==> config.mk <==
export PLATFORM = sky130hd
export DESIGN_NAME = v_mem_init
export DESIGN_NICKNAME = d
export VERILOG_FILES = /design/src/rtl/v_mem_init_pkg.sv /design/src/rtl/v_mem_init_datagen.sv /design/src/rtl/v_mem_init.sv
export SDC_FILE = /design/constraint.sdc
export NUM_CORES = 1
export LEC_CHECK = 0
export BUFFER_PORTS_ARGS = -buffer_cell sky130_fd_sc_hd__buf_4
export CAP_MARGIN = 40
export CORE_MARGIN = 2
export CORE_UTILIZATION = 30
export CTS_BUF_LIST = sky130_fd_sc_hd__clkbuf_8
export DETAILED_ROUTE_END_ITERATION = 16
export PLACE_DENSITY = 0.51
export SKIP_CTS_REPAIR_TIMING = 1
export SLEW_MARGIN = 40
export SYNTH_ARGS = -nofsm -noshare
export SYNTH_HDL_FRONTEND = slang
export SYNTH_HIERARCHICAL = 1
export SYNTH_SLANG_ARGS = --single-unit
==> constraint.sdc <==
create_clock -name clk -period 2.58 [get_ports clk]
set_clock_uncertainty 0.05 [all_clocks]
set_input_delay 0.258 -clock clk [delete_from_list [all_inputs] [get_ports clk]]
set_output_delay 0.258 -clock clk [all_outputs]
set_load 0.03 [all_outputs]
==> src/rtl/v_mem_init_pkg.sv <==
// Shared types for the memory initialisation engine: write-pattern modes and one-hot FSM states.
// Also reused by the pattern generator, so later BIST engines can share the same mode encoding.
package v_mem_init_pkg;

    localparam int MODE_W = 2;

    typedef enum logic [MODE_W-1:0] {
        MODE_ZERO = 2'd0,
        MODE_FILL = 2'd1,
        MODE_ADDR = 2'd2
    } mode_e;

    typedef enum logic [2:0] {
        S_IDLE = 3'b001,
        S_BUSY = 3'b010,
        S_DONE = 3'b100
    } state_e;

    // The reserved encoding collapses to ZERO so a stray mode can never leak stale data.
    function automatic mode_e decode_mode(input logic [MODE_W-1:0] raw);
        case (raw)
            2'd1:    return MODE_FILL;
            2'd2:    return MODE_ADDR;
            default: return MODE_ZERO;
        endcase
    endfunction

endpackage

==> src/rtl/v_mem_init_datagen.sv <==
// Combinational write-pattern generator: maps (mode, fill word, address) to one data word.
// In ADDR mode the address is zero-extended, or truncated when the word is narrower than the address.
module v_mem_init_datagen
    import v_mem_init_pkg::*;
#(
    parameter int W  = 32,
    parameter int AW = 8
) (
    input  mode_e          mode,
    input  logic [W-1:0]   fill,
    input  logic [AW-1:0]  addr,
    output logic [W-1:0]   data
);

    always_comb begin
        data = '0;
        case (mode)
            MODE_FILL: data = fill;
            MODE_ADDR: data = W'(addr);
            default:   data = '0;
        endcase
    end

endmodule

==> src/rtl/v_mem_init.sv <==
// Memory initialisation engine: writes an inclusive address range with a pattern, one word per accepted beat.
// Define V_MEM_INIT_AUTO_EN to make the engine zero the whole memory by itself straight out of reset.
//
// state  | meaning
// S_IDLE | waiting for i_start; range is checked here
// S_BUSY | presenting a write; address advances on each accept
// S_DONE | one-cycle completion pulse, then back to idle
module v_mem_init
    import v_mem_init_pkg::*;
#(
    parameter  int N  = 256,
    parameter  int W  = 32,
    localparam int AW = $clog2(N)
) (
    input  logic              clk,
    input  logic              rst_n,
    input  logic              i_start,
    input  logic [AW-1:0]     i_base,
    input  logic [AW-1:0]     i_limit,
    input  logic [MODE_W-1:0] i_mode,
    input  logic [W-1:0]      i_fill,
    input  logic              i_abort,
    output logic              o_wen_r,
    input  logic              i_wready,
    output logic [AW-1:0]     o_waddr_r,
    output logic [W-1:0]      o_wdata_r,
    output logic              o_busy_r,
    output logic              o_done_r,
    output logic              o_err_r
);

    localparam logic [AW-1:0] LAST = AW'(N - 1);

`ifdef V_MEM_INIT_AUTO_EN
    localparam state_e          RST_STATE = S_BUSY;
    localparam logic [AW-1:0]   RST_LIMIT = LAST;
`else
    localparam state_e          RST_STATE = S_IDLE;
    localparam logic [AW-1:0]   RST_LIMIT = '0;
`endif

    state_e          state_q, state_d;
    mode_e           mode_q, mode_d;
    logic [W-1:0]    fill_q, fill_d;
    logic [AW-1:0]   limit_q, limit_d;
    logic [AW-1:0]   addr_d;
    logic [W-1:0]    data_d;
    logic            err_d;
    logic            accept;

    assign accept = o_wen_r & i_wready;

    // Data is generated from the next-cycle address so the output word is a plain register.
    v_mem_init_datagen #(.W(W), .AW(AW)) u_datagen (
        .mode (mode_d),
        .fill (fill_d),
        .addr (addr_d),
        .data (data_d)
    );

    always_ff @(posedge clk) begin
        if (!rst_n) begin
            state_q   <= RST_STATE;
            mode_q    <= MODE_ZERO;
            fill_q    <= '0;
            limit_q   <= RST_LIMIT;
            o_waddr_r <= '0;
            o_wdata_r <= '0;
            o_wen_r   <= (RST_STATE == S_BUSY);
            o_busy_r  <= (RST_STATE == S_BUSY);
            o_done_r  <= 1'b0;
            o_err_r   <= 1'b0;
        end else begin
            state_q   <= state_d;
            mode_q    <= mode_d;
            fill_q    <= fill_d;
            limit_q   <= limit_d;
            o_waddr_r <= addr_d;
            o_wdata_r <= data_d;
            o_wen_r   <= (state_d == S_BUSY);
            o_busy_r  <= (state_d == S_BUSY);
            o_done_r  <= (state_d == S_DONE);
            o_err_r   <= err_d;
        end
    end

    always_comb begin
        state_d = state_q;
        mode_d  = mode_q;
        fill_d  = fill_q;
        limit_d = limit_q;
        addr_d  = o_waddr_r;
        err_d   = 1'b0;
        case (state_q)
            S_IDLE: begin
                if (i_start) begin
                    if ((i_limit < i_base) || (int'(i_limit) > N - 1)) begin
                        err_d = 1'b1;
                    end else begin
                        state_d = S_BUSY;
                        mode_d  = decode_mode(i_mode);
                        fill_d  = i_fill;
                        limit_d = i_limit;
                        addr_d  = i_base;
                    end
                end
            end
            S_BUSY: begin
                // Limit compare comes first so the address never steps past the range.
                if (accept) begin
                    if (o_waddr_r == limit_q) begin
                        state_d = S_DONE;
                    end else begin
                        addr_d = o_waddr_r + AW'(1);
                    end
                end
                if (i_abort) begin
                    state_d = S_IDLE;
                end
            end
            S_DONE: state_d = S_IDLE;
            default: state_d = S_IDLE;
        endcase
    end

endmodule
Word-level counts from Yosys, hierarchy flattened
Cells that the tools add are included.
- flip-flop bits (word level): 88
- input bits: 55
- output and inout port bits: 44
- add/sub/neg operators: 1
- order comparisons: 1
- eq/ne operators: 9
- multiplexer cells: 20
- bitwise gates (word level): 2
- reductions and logical operators: 2
- operator list (cell ; count):
    $mux 32 ; 3
    $pmux 32 s2 ; 1
    $mux 8 ; 4
    $pmux 8 s2 ; 1
    $mux 3 ; 5
    $add 8x1->8 const B ; 1
    $eq 8x8->1 ; 1
    $lt 8x8->1 ; 1
    $eq 3x2->1 const B ; 2
    $mux 2 ; 3
    $pmux 3 s2 ; 1
    $reduce_and 3->1 ; 2
    $eq 2x1->1 const B ; 2
    $eq 2x2->1 const B ; 2
    $pmux 2 s2 ; 1
    $eq 3x1->1 const B ; 1
    $eq 3x3->1 const B ; 1
    $and 1x1->1 ; 1
    $mux 1 ; 1
    $not 1->1 ; 1

Longest topological paths before layout
Gate-level depths: netlist of run 1.
- depth after elaboration: 7
- depth in mapped cells: 16
- mapped depth without buffers: 12

Cells and area by module
The synthesis of run 1 kept the hierarchy.
- by module, submodules not included (module ; times used ; cells each ; area an instance (um^2) ; sequential area each (um^2)):
    v_mem_init ; 1 ; 422 ; 3646.0 ; 1761.7
    v_mem_init_datagen ; 1 ; 50 ; 350.3 ; 0.0

Worst setup path before layout of run 1
No wires, ideal clock.
- kind: input to register
- start point: input i_base[2]
- end point: register o_wdata_r[13]
- data arrival time: 2531 ps
- required time: 2415 ps
- slack: -116 ps
- cell stages on the path: 15
- cells stage by stage: inv_1 > ha_1 > o21ai_1 > a211o_1 > o21ba_1 > buf_6 > clkbuf_2 > o21ai_0 > nand2_1 > ha_1 > buf_6 > nor2b_4 > buf_6 > and2_2 > and2_1
- cells in the longest elaborated chain, start to end: 6
- elaborated cells between the ends (all ways): 10
- classes of those cells: order compare: 1; eq/ne: 2; mux: 7
- ends and longest elaborated chain (element ; line ; RTL):
    from (decl) ; v_mem_init.sv:18 ; input logic [AW-1:0] i_base,
    $lt 8x8->1 * ; v_mem_init.sv:97 ; if ((i_limit < i_base) || (int'(i_limit) > N - 1)) begin
    $mux 2 * ; v_mem_init.sv:97 ;
    $mux 2 * ; v_mem_init.sv:96 ; if (i_start) begin
    $mux 2 * ; v_mem_init.sv:94 ; case (state_q)
    net mode_d[0] ; v_mem_init.sv:43 ; mode_e mode_q, mode_d;
    $eq 2x2->1 / $eq 2x1->1 (equally long branches) ; v_mem_init_datagen.sv:17 ; case (mode)
    $pmux 32 s2 * ; v_mem_init_datagen.sv:17 ;
    net data_d[13] ; v_mem_init.sv:47 ; logic [W-1:0] data_d;
    to (signal assigned) ; v_mem_init.sv:79 ; o_wdata_r <= data_d;
    to (decl) ; v_mem_init.sv:26 ; output logic [W-1:0] o_wdata_r,
Mark *: on every way through the listed nets, which the timed path passes. The rest lies on a longest branch.
A chain may end at the register's enable or synchronous reset.

Worst setup path after layout of run 1
- start point: input i_base[7]
- end point: register o_wdata_r[8]
The elaborated chain is that of the path after synthesis.

==> impl_metrics.py, run 1 <==
metrics = {
    "sta": {
        "tns_ns": 0,
        "max_slew.worst_pin.slew_ns": 0.4845,
        "fmax_mhz": 422.3,
        "slew_viol_final": 0,
        "rsz0062_at_grt": "no",
        "period_share_pct": 91.77,
        "min_period_ns": 2.368,
        "whs_ns": 0.1206,
        "setup_viol": 0,
        "finalHoldViolCount": 0,
        "max_slew_margin_pct": 67.36,
    },
    "floorplanning": {
        "dieArea_sq_mm": 0.01426,
        "rows": 42,
        "ios": 99,
        "start_util_pct": 30.42,
        "dieHeight_um": 119.4,
        "core_area_sq_mm": 0.01314,
        "die-width_um": 119.4,
    },
    "synthesis": {
        "syn_avg_cell_area_sq_um": 8.467,
        "synth_flop_cell": "dfxtp_1",
        "synth-edff-count": 0,
        "synth_area_sq_mm": 0.003996,
        "ys_ff_latch": 88,
        "seq_area_frac_synth_pct": 44.08,
        "syn_nets": 537,
        "syn_inst": 472,
        "ys.warnings.count": 6,
        "synth_async_sr_flop_share_pct": 0,
        "synth_cell_types": 49,
    },
    "clock_tree": {
        "cts_tree": "built",
        "clock_sinks": 88,
        "numCtsBuffers": 9,
        "htree_num_levels": 3,
        "clk_pin_slew_ns": 0.08,
        "cts_buffer_depth": 2,
        "cts-root-buf": "clkbuf_8",
        "clk_latency_ns": 0.35,
    },
    "critical_path": {
        "reg2reg_to": "o_wdata_r[7]",
        "worstPathRequired_ns": 2.82,
        "r2r_slack_ns": 0.23,
        "endpoint_kind": "flop",
        "startpoint_type": "input pin",
        "critPathArrivalTime_ns": 2.61,
        "r2r_cells": 8,
        "r2r-start": "state_q[2]",
        "critPathMaxFanout": 12,
        "crit_type": "in2reg",
    },
    "run_status": {
        "status": "complete, no violations",
    },
    "finish": {
        "drive_above_1_share_pct": 28.77,
        "antenna_cells": 0,
        "final_cells": 753,
        "syn_to_final_growth_pct": 29.65,
        "finish.net_count": 639,
        "final_area_sq_mm": 0.005181,
    },
    "place": {
        "dpl_cell_area_sq_mm": 0.004999,
        "place_congestion": 0.7898,
        "dp.cells": 738,
        "dpl.hpwl_um": 7917,
        "io_buffers": 98,
    },
    "worst_hold_path": {
        "min_path_type": "in2reg",
        "min_to": "limit_q[0]",
        "hold_start": "i_limit[0]",
        "hold_depth": 3,
    },
    "detailed_routing": {
        "firstDrtPassIters": 4,
        "vias_per_cell": 4.752,
        "num_vias": 3578,
        "wl_um": 10710,
        "drtAntennaViolNets": 0,
        "drc_errors": 0,
        "wl_per_cell_um": 14.23,
        "first_iter_violations": 117,
    },
    "global_routing": {
        "overflow": 0,
        "grt_pass1_wl_um": 16930,
        "grt_max_degree": 39,
        "grt_usage_pct": 15.00,
        "antenna_found_initial": 0,
        "grt_pass1_vias": 3474,
    },
    "power": {
        "p_leak_nw": 2.284,
        "power.ir.vdd_worst_mv": 0.2536,
        "power_density_mw_per_mm2": 549.7,
    },
    "flow_run": {
        "cap_violations": 0,
    },
}
worst max-delay path by stage:
stage                          to  depth (start not counted)  startpoint
floorplan           o_wdata_r[13]                         15   i_base[5]
global placement    o_wdata_r[29]                         12   i_base[7]
detailed placement  o_wdata_r[14]                         12   i_base[7]
CTS                 o_wdata_r[14]                         12   i_base[7]
global route        o_wdata_r[13]                         13   i_base[7]
finish               o_wdata_r[8]                         12   i_base[7]
synthesized netlist by cell type, types with 2 or more instances:
| cell | instances | area share (%) |
|---|---|---|
| inv_1 | 12 | 1.1 |
| a22oi_1 | 8 | 1.5 |
| clkbuf_2 | 4 | 0.50 |
| nand4b_1 | 2 | 0.44 |
| and4_1 | 2 | 0.44 |
| buf_6 | 5 | 1.4 |
| xnor2_1 | 8 | 1.8 |
| o211ai_1 | 5 | 0.94 |
| buf_2 | 5 | 0.63 |
| nor4_1 | 2 | 0.31 |
| and2_1 | 45 | 7.0 |
| ha_1 | 10 | 3.1 |
| a21oi_1 | 51 | 6.4 |
| clkbuf_1 | 20 | 1.9 |
| nor3_1 | 6 | 0.75 |
| a21oi_2 | 2 | 0.44 |
| nand4_1 | 5 | 0.78 |
| nand3_1 | 44 | 5.5 |
| o32a_2 | 3 | 0.85 |
| a211o_1 | 4 | 0.88 |
| nor2_1 | 13 | 1.2 |
| o21ai_0 | 47 | 5.9 |
| and2_2 | 11 | 2.1 |
| dfxtp_1 | 88 | 44 |
| nand2_1 | 45 | 4.2 |
| buf_1 | 2 | 0.19 |
per-layer routing:
metal	up-vias	part of all wire (%)	track usage (%)
met5	-	0	0
met4	0	1.3	5.588
met3	11	4.6	3.209
li1	1836	-	-
met2	76	49	25.43
met1	1655	45	18.68
state kept, by name, indices dropped and copies added (netlist names):
name,flops
fill_q,32
limit_q,8
mode_q,2
o_busy_r,1
o_done_r,1
o_err_r,1
o_waddr_r,8
o_wdata_r,32
state_q,3
report_power, final:
part	internal (W)	total, W	leakage, nW	switching [W]
sequential	0.00141	0.00143	0.714	0.0000260
combinational	0.000222	0.000550	1.47	0.000329
clock	0.000424	0.000864	0.100	0.000440
placed cells by master, fill, tap and decap left out, types with 9 or more instances in the layout:
cell and instances:
inv_1 16, and2_2 11, buf_4 128, clkbuf_8 9, ha_1 9, and2_1 45, o21ai_0 45, a21oi_1 51
nand3_1 43, nor2_1 13, dfxtp_1 88, nand2_1 45
critical path, cell delays in order:
cell and delay (ns):
buf_4 0.08, inv_1 0.03, ha_1 0.28, nand2_1 0.12
a211o_1 0.33, o21ba_2 0.27, o21ai_2 0.13, nand2_1 0.09
ha_1 0.40, nor2b_4 0.32, and2_1 0.17, and2_1 0.12
layout make-up:
| cell class | count | area [sq um] |
|---|---|---|
| repair buffers | 128 | 960.9 |
| inverters | 13 | 48.80 |
| clock buffers | 9 | 123.9 |
| fillers | 1374 | 7956 |
| multi-input cells | 334 | 2021 |
| flip-flops and latches | 88 | 1762 |
| well taps | 176 | 220.2 |
| clock inverters | 5 | 45.04 |
logic make-up (layout without fill, tap and decap cells):
kind of cell    count (synthesis)  count (layout)  share of synthesized area (%)
simple gates                  181             182                          24.23
compound gates                133             133                          20.16
flops                          88              88                          44.08
buf+inv                        51             155                          6.387
fa+ha+maj                      10              10                          3.131
xor+xnor                        8               8                          1.753
mux                             1               1                         0.2505
per-stage QoR:
step	setup slack [ns]	total power [W]	utilization (%)
detailed placement	-0.2492	0.002016	38.05
global placement	-0.1948	0.002010	38.05
global route	0.06175	0.002998	39.44
finish	0.2123	0.002848	39.44
floorplan	0.01311	0.001806	-
CTS	0.1209	0.002881	39.33
Note: power is estimated with default switching activity, not from simulation.
==> run 2, diff against run 1 <==
CORE_ASPECT_RATIO = 1.5   (was default)
RECOVER_POWER = 50   (was default)
==> run 2 against run 1 <==
Final area down 2.3%. Register-to-register slack lost 0.06 ns. Critical path type is now reg2reg. Clock power increased by 22%. Via count up 2.9%. Critical endpoint is now o_wdata_r[7]. Core utilization down 0.54 points. Flip-flop and latch count stayed put. Critical path depth fell by 4. Sequential share of layout area rose by 0.79 points. Maximum frequency is 1.6% lower.
==> impl_metrics.py, run 2 (synthesis results as in run 1) <==
metrics = {
    "critical_path": {
        "cp_top_family": "compound AO/OA/AOI/OAI gates",
        "r2r-start": "o_waddr_r[2]",
        "r2r_cells": 8,
        "r2r_slack_ns": 0.17,
        "startpoint_type": "flop",
        "slowest_delay_ns": 0.55,
        "worstPathCellList": "nand4_1 -> nor4_1 -> o21ai_0 -> a21boi_0 -> a221o_1 -> a22oi_1 -> nor2_1 -> and2_1",
        "reg2reg_to": "o_wdata_r[7]",
        "slowest_stage": "dfxtp_1",
        "critPathArrivalTime_ns": 2.61,
        "crit_type": "reg2reg",
        "path_buf_inv": 0,
        "critPathMaxFanout": 8,
        "worstPathRequired_ns": 2.79,
        "endpoint_kind": "flop",
    },
    "floorplanning": {
        "dieArea_sq_mm": 0.01428,
        "ios": 99,
        "dieHeight_um": 145.4,
        "core_area_sq_mm": 0.01302,
        "rows": 51,
        "die-width_um": 98.24,
        "start_util_pct": 30.70,
    },
    "worst_hold_path": {
        "min_path_type": "in2reg",
        "hold_depth": 3,
        "hold_start": "i_limit[4]",
        "min_to": "limit_q[4]",
    },
    "detailed_routing": {
        "drc_errors": 0,
        "firstDrtPassIters": 5,
        "drtAntennaViolNets": 0,
        "wl_um": 11220,
        "vias_per_cell": 4.961,
        "num_vias": 3681,
        "first_iter_violations": 109,
        "wl_per_cell_um": 15.13,
    },
    "clock_tree": {
        "clk_pin_slew_ns": 0.09,
        "cts_buffer_depth": 2,
        "cts_tree": "built",
        "clock_sinks": 88,
        "clk_latency_ns": 0.35,
        "cts-root-buf": "clkbuf_8",
        "numCtsBuffers": 9,
        "htree_num_levels": 3,
    },
    "place": {
        "dpl.hpwl_um": 8358,
        "io_buffers": 98,
        "place_congestion": 0.8211,
    },
    "global_routing": {
        "grt_usage_pct": 15.22,
        "grt_pass1_vias": 3585,
        "overflow": 0,
        "antenna_found_initial": 0,
        "grt_pass1_wl_um": 17530,
        "grt_max_degree": 39,
    },
    "sta": {
        "fmax_mhz": 415.4,
        "rsz0062_at_grt": "no",
        "slew_viol_final": 0,
        "max_slew_margin_pct": 52.95,
        "max_slew.worst_pin.slew_ns": 0.7058,
        "finalHoldViolCount": 0,
        "tns_ns": 0,
        "min_period_ns": 2.407,
        "period_share_pct": 93.31,
        "setup_viol": 0,
    },
    "finish": {
        "antenna_cells": 0,
        "drive_above_1_share_pct": 21.96,
        "reg_top3": "fill_q (32), o_wdata_r (32)",
        "finish.net_count": 643,
        "post-route-util_pct": 38.90,
        "syn_to_final_growth_pct": 26.71,
        "final_cell_mix": "dfxtp_1, buf_4, a21oi_1",
        "final_common_cell": "dfxtp_1",
    },
    "power": {
        "power.internal_w": 0.002173,
        "p_sw_share_pct": 28.38,
        "p_leak_nw": 2.124,
        "p_comb_share_pct": 18.0,
        "power.ir.vdd_worst_mv": 0.2987,
        "p_seq_share_pct": 47.3,
        "p_sw_w": 0.0008608,
        "pwr-share-clk_pct": 34.7,
        "power_density_mw_per_mm2": 599.0,
    },
    "run_status": {
        "status": "complete, no violations",
    },
    "flow_run": {
        "cap_violations": 0,
    },
}
[run 2: power by group through the flow]
stage	Combinational, W	Clock (W)	Sequential (W)
after floorplan	0.000324	0	0.00148
after global placement	0.000558	0	0.00146
after detailed placement	0.000560	0	0.00147
after CTS	0.000563	0.00109	0.00143
after global routing	0.000605	0.00115	0.00144
final	0.000546	0.00105	0.00143
[run 2: worst max path at each step]
| stage | slack [ns] | startpoint | end | depth (start not counted) |
|---|---|---|---|---|
| floorplan | 0.01 | i_base[5] | o_wdata_r[13] | 15 |
| global placement | -0.15 | i_base[5] | o_wdata_r[27] | 12 |
| detailed placement | -0.19 | i_base[5] | o_wdata_r[14] | 12 |
| CTS | 0.19 | o_waddr_r[2] | o_wdata_r[7] | 8 |
| global route | 0.07 | state_q[2] | o_wdata_r[20] | 8 |
| finish | 0.17 | o_waddr_r[2] | o_wdata_r[7] | 8 |
[run 2: through the flow]
step | setup slack, ns | std cells | total power, W | instance area (sq um) | hold slack [ns]
2_1_floorplan | 0.01311 | 472 | 0.001806 | 4015 | 0.3557
3_3_place_gp | -0.1464 | 725 | 0.002022 | 5007 | 0.4045
3_5_place_dp | -0.1906 | 725 | 0.002026 | 5007 | 0.4070
4_1_cts | 0.1860 | 741 | 0.003085 | 5226 | 0.09496
5_1_grt | 0.06537 | 742 | 0.003196 | 5064 | 0.1094
6_report | 0.1726 | 742 | 0.003033 | 5064 | 0.1202
[run 2: area by class of cell]
| type | instances | area [sq um] |
|---|---|---|
| fillers | 1403 | 7954 |
| well taps | 159 | 198.9 |
| clock inverters | 7 | 95.09 |
| clock buffers | 9 | 123.9 |
| inverters | 13 | 48.80 |
| repair buffers | 132 | 818.3 |
| multi-input cells | 334 | 2017 |
| flip-flops and latches | 88 | 1762 |
[run 2: layer usage]
metal | GRT usage (%) | part of all wire, %
met1 | 16.67 | 40
met3 | 2.930 | 4.4
met4 | 6.575 | 2.5
met2 | 28.12 | 53
met5 | 0 | 0
[run 2: worst reg2reg max path, delay by kind of cell (launching register included)]
family | cells | cell delay, ns
AOI/OAI and AO/OA | 4 | 0.96
and+or+nand+nor | 4 | 0.76
DFF | 1 | 0.55
==> run 3, diff against run 2 <==
==> constraint.sdc (replaced) <==
create_clock -name clk -period 2.58 [get_ports clk]
set_clock_uncertainty 0.05 [all_clocks]
set_input_delay 0.129 -clock clk [delete_from_list [all_inputs] [get_ports clk]]
set_output_delay 0.129 -clock clk [all_outputs]
set_load 0.03 [all_outputs]
==> run 3 against run 2 <==
Global-route usage increased by 0.33 points. Count of clock-buffer cells in the layout increased by 1. Maximum frequency decreased by 0.92%. Register-to-register slack got worse by 0.02 ns. Die area unchanged. First-iteration DRC count decreased by 22%. Non-clock buffer count increased by 1. Sequential power about the same. Routed wire length decreased by 1.6%. Critical path type unchanged. Highest routed layer unchanged.
==> impl_metrics.py, run 3 (synthesis results as in run 1) <==
metrics = {
    "detailed_routing": {
        "drtAntennaViolNets": 0,
        "drc_errors": 0,
        "first_iter_violations": 85,
        "num_vias": 3653,
        "wl_per_cell_um": 14.91,
        "wl_um": 11050,
        "vias_per_cell": 4.930,
        "firstDrtPassIters": 4,
    },
    "finish": {
        "final_cell_mix": "dfxtp_1, buf_4, a21oi_1",
        "drive_above_1_share_pct": 19.76,
        "final_cells": 741,
        "syn_to_final_growth_pct": 26.80,
        "finish.net_count": 643,
        "antenna_cells": 0,
        "fillers": 1427,
        "reg_top3": "fill_q (32), o_wdata_r (32)",
        "final_common_cell": "dfxtp_1",
    },
    "clock_tree": {
        "cts-root-buf": "clkbuf_8",
        "htree_num_levels": 3,
        "clock_sinks": 88,
        "clk_latency_ns": 0.35,
        "clk_pin_slew_ns": 0.09,
        "numCtsBuffers": 9,
        "cts_buffer_depth": 2,
        "cts_tree": "built",
    },
    "power": {
        "power.internal_w": 0.002185,
        "power.ir.vdd_worst_mv": 0.2984,
        "p_comb_share_pct": 17.8,
        "p_leak_nw": 2.114,
        "p_seq_share_pct": 47.5,
        "p_sw_w": 0.0008316,
        "pwr-share-clk_pct": 34.7,
        "power_density_mw_per_mm2": 595.3,
        "p_sw_share_pct": 27.57,
    },
    "sta": {
        "max_slew.worst_pin.slew_ns": 0.5208,
        "fmax_mhz": 411.6,
        "slew_viol_final": 0,
        "finalHoldViolCount": 0,
        "period_share_pct": 94.17,
        "setup_viol": 0,
        "rsz0062_at_grt": "no",
        "whs_ns": 0.01137,
        "max_slew_margin_pct": 65.28,
        "min_period_ns": 2.430,
    },
    "global_routing": {
        "grt_pass1_wl_um": 17780,
        "overflow": 0,
        "grt_max_degree": 39,
        "antenna_found_initial": 0,
        "grt_pass1_vias": 3607,
        "grt_usage_pct": 15.55,
    },
    "floorplanning": {
        "die-width_um": 98.24,
        "dieArea_sq_mm": 0.01428,
        "ios": 99,
        "dieHeight_um": 145.4,
        "rows": 51,
        "core_area_sq_mm": 0.01302,
        "start_util_pct": 30.70,
    },
    "worst_hold_path": {
        "min_path_type": "in2reg",
    },
    "critical_path": {
        "startpoint_type": "flop",
        "critPathMaxFanout": 8,
        "worstPathRequired_ns": 2.77,
        "endpoint_kind": "flop",
        "crit_type": "reg2reg",
        "critPathArrivalTime_ns": 2.62,
    },
    "place": {
        "dp.cells": 717,
        "place_congestion": 0.8704,
        "io_buffers": 98,
        "dpl.hpwl_um": 8226,
    },
    "run_status": {
        "status": "complete, no violations",
    },
    "flow_run": {
        "cap_violations": 0,
    },
}
[run 3: cell type report]
| class | count | area [sq um] | share of cell area [%] |
|---|---|---|---|
| Multi-Input combinational cell | 333 | 1997 | 39.41 |
| Tap cell | 159 | 198.9 | 3.926 |
| Inverter | 13 | 48.80 | 0.9630 |
| Clock inverter | 5 | 81.33 | 1.605 |
| Timing Repair Buffer | 133 | 842.1 | 16.62 |
| Sequential cell | 88 | 1762 | 34.77 |
| Clock buffer | 10 | 137.6 | 2.716 |
[run 3: routing by layer]
layer  vias to the layer above  global-route usage, %  share of wire, %  wire length, um
li1                       1849                      -                 -                -
met1                      1703                  17.52                40             4443
met2                        90                  28.29                54             5957
met3                        11                  3.026               4.0              447
met4                         0                  6.438               1.8              201
met5                         -                      0                 0                0
[run 3: worst paths after layout]
kind | cells past startpoint | endpoint | from | slack [ns]
setup / recovery | 8 | o_wdata_r[7] | o_waddr_r[2] | 0.15
hold / removal | 3 | fill_q[24] | i_fill[24] | 0.01
setup reg to reg | 8 | o_wdata_r[7] | o_waddr_r[2] | 0.15
hold reg to reg | 2 | limit_q[7] | limit_q[7] | 0.44
[run 3: per-stage QoR]
stage	instance area (sq um)	total power, W	worst slack (ns)	TNS [ns]	util, %
floorplan	3996	0.001800	0.01284	0	-
global placement	4937	0.002007	-0.06641	-1.174	37.93
detailed placement	4937	0.002013	-0.1206	-2.115	37.93
CTS	5156	0.003074	0.1545	0	39.61
global route	5067	0.003170	0.03515	0	38.93
finish	5067	0.003017	0.1503	0	38.93
[run 3: power by group through the flow]
stage / Sequential (W) / Clock [W] / Combinational [W]
after global placement: 0.00146 / 0 / 0.000542
after detailed placement: 0.00147 / 0 / 0.000547
after global routing: 0.00144 / 0.00114 / 0.000595
after CTS: 0.00143 / 0.00109 / 0.000549
final: 0.00143 / 0.00105 / 0.000536
after floorplan: 0.00148 / 0 / 0.000318
[run 3: critical path, stage by stage, from the launching register on]
cell	delay [ns]
dfxtp_1	0.56
nand4_1	0.25
nor4_1	0.28
o21ai_0	0.22
a21boi_0	0.17
a221o_1	0.37
a22oi_1	0.20
nor2_1	0.05
and2_1	0.18
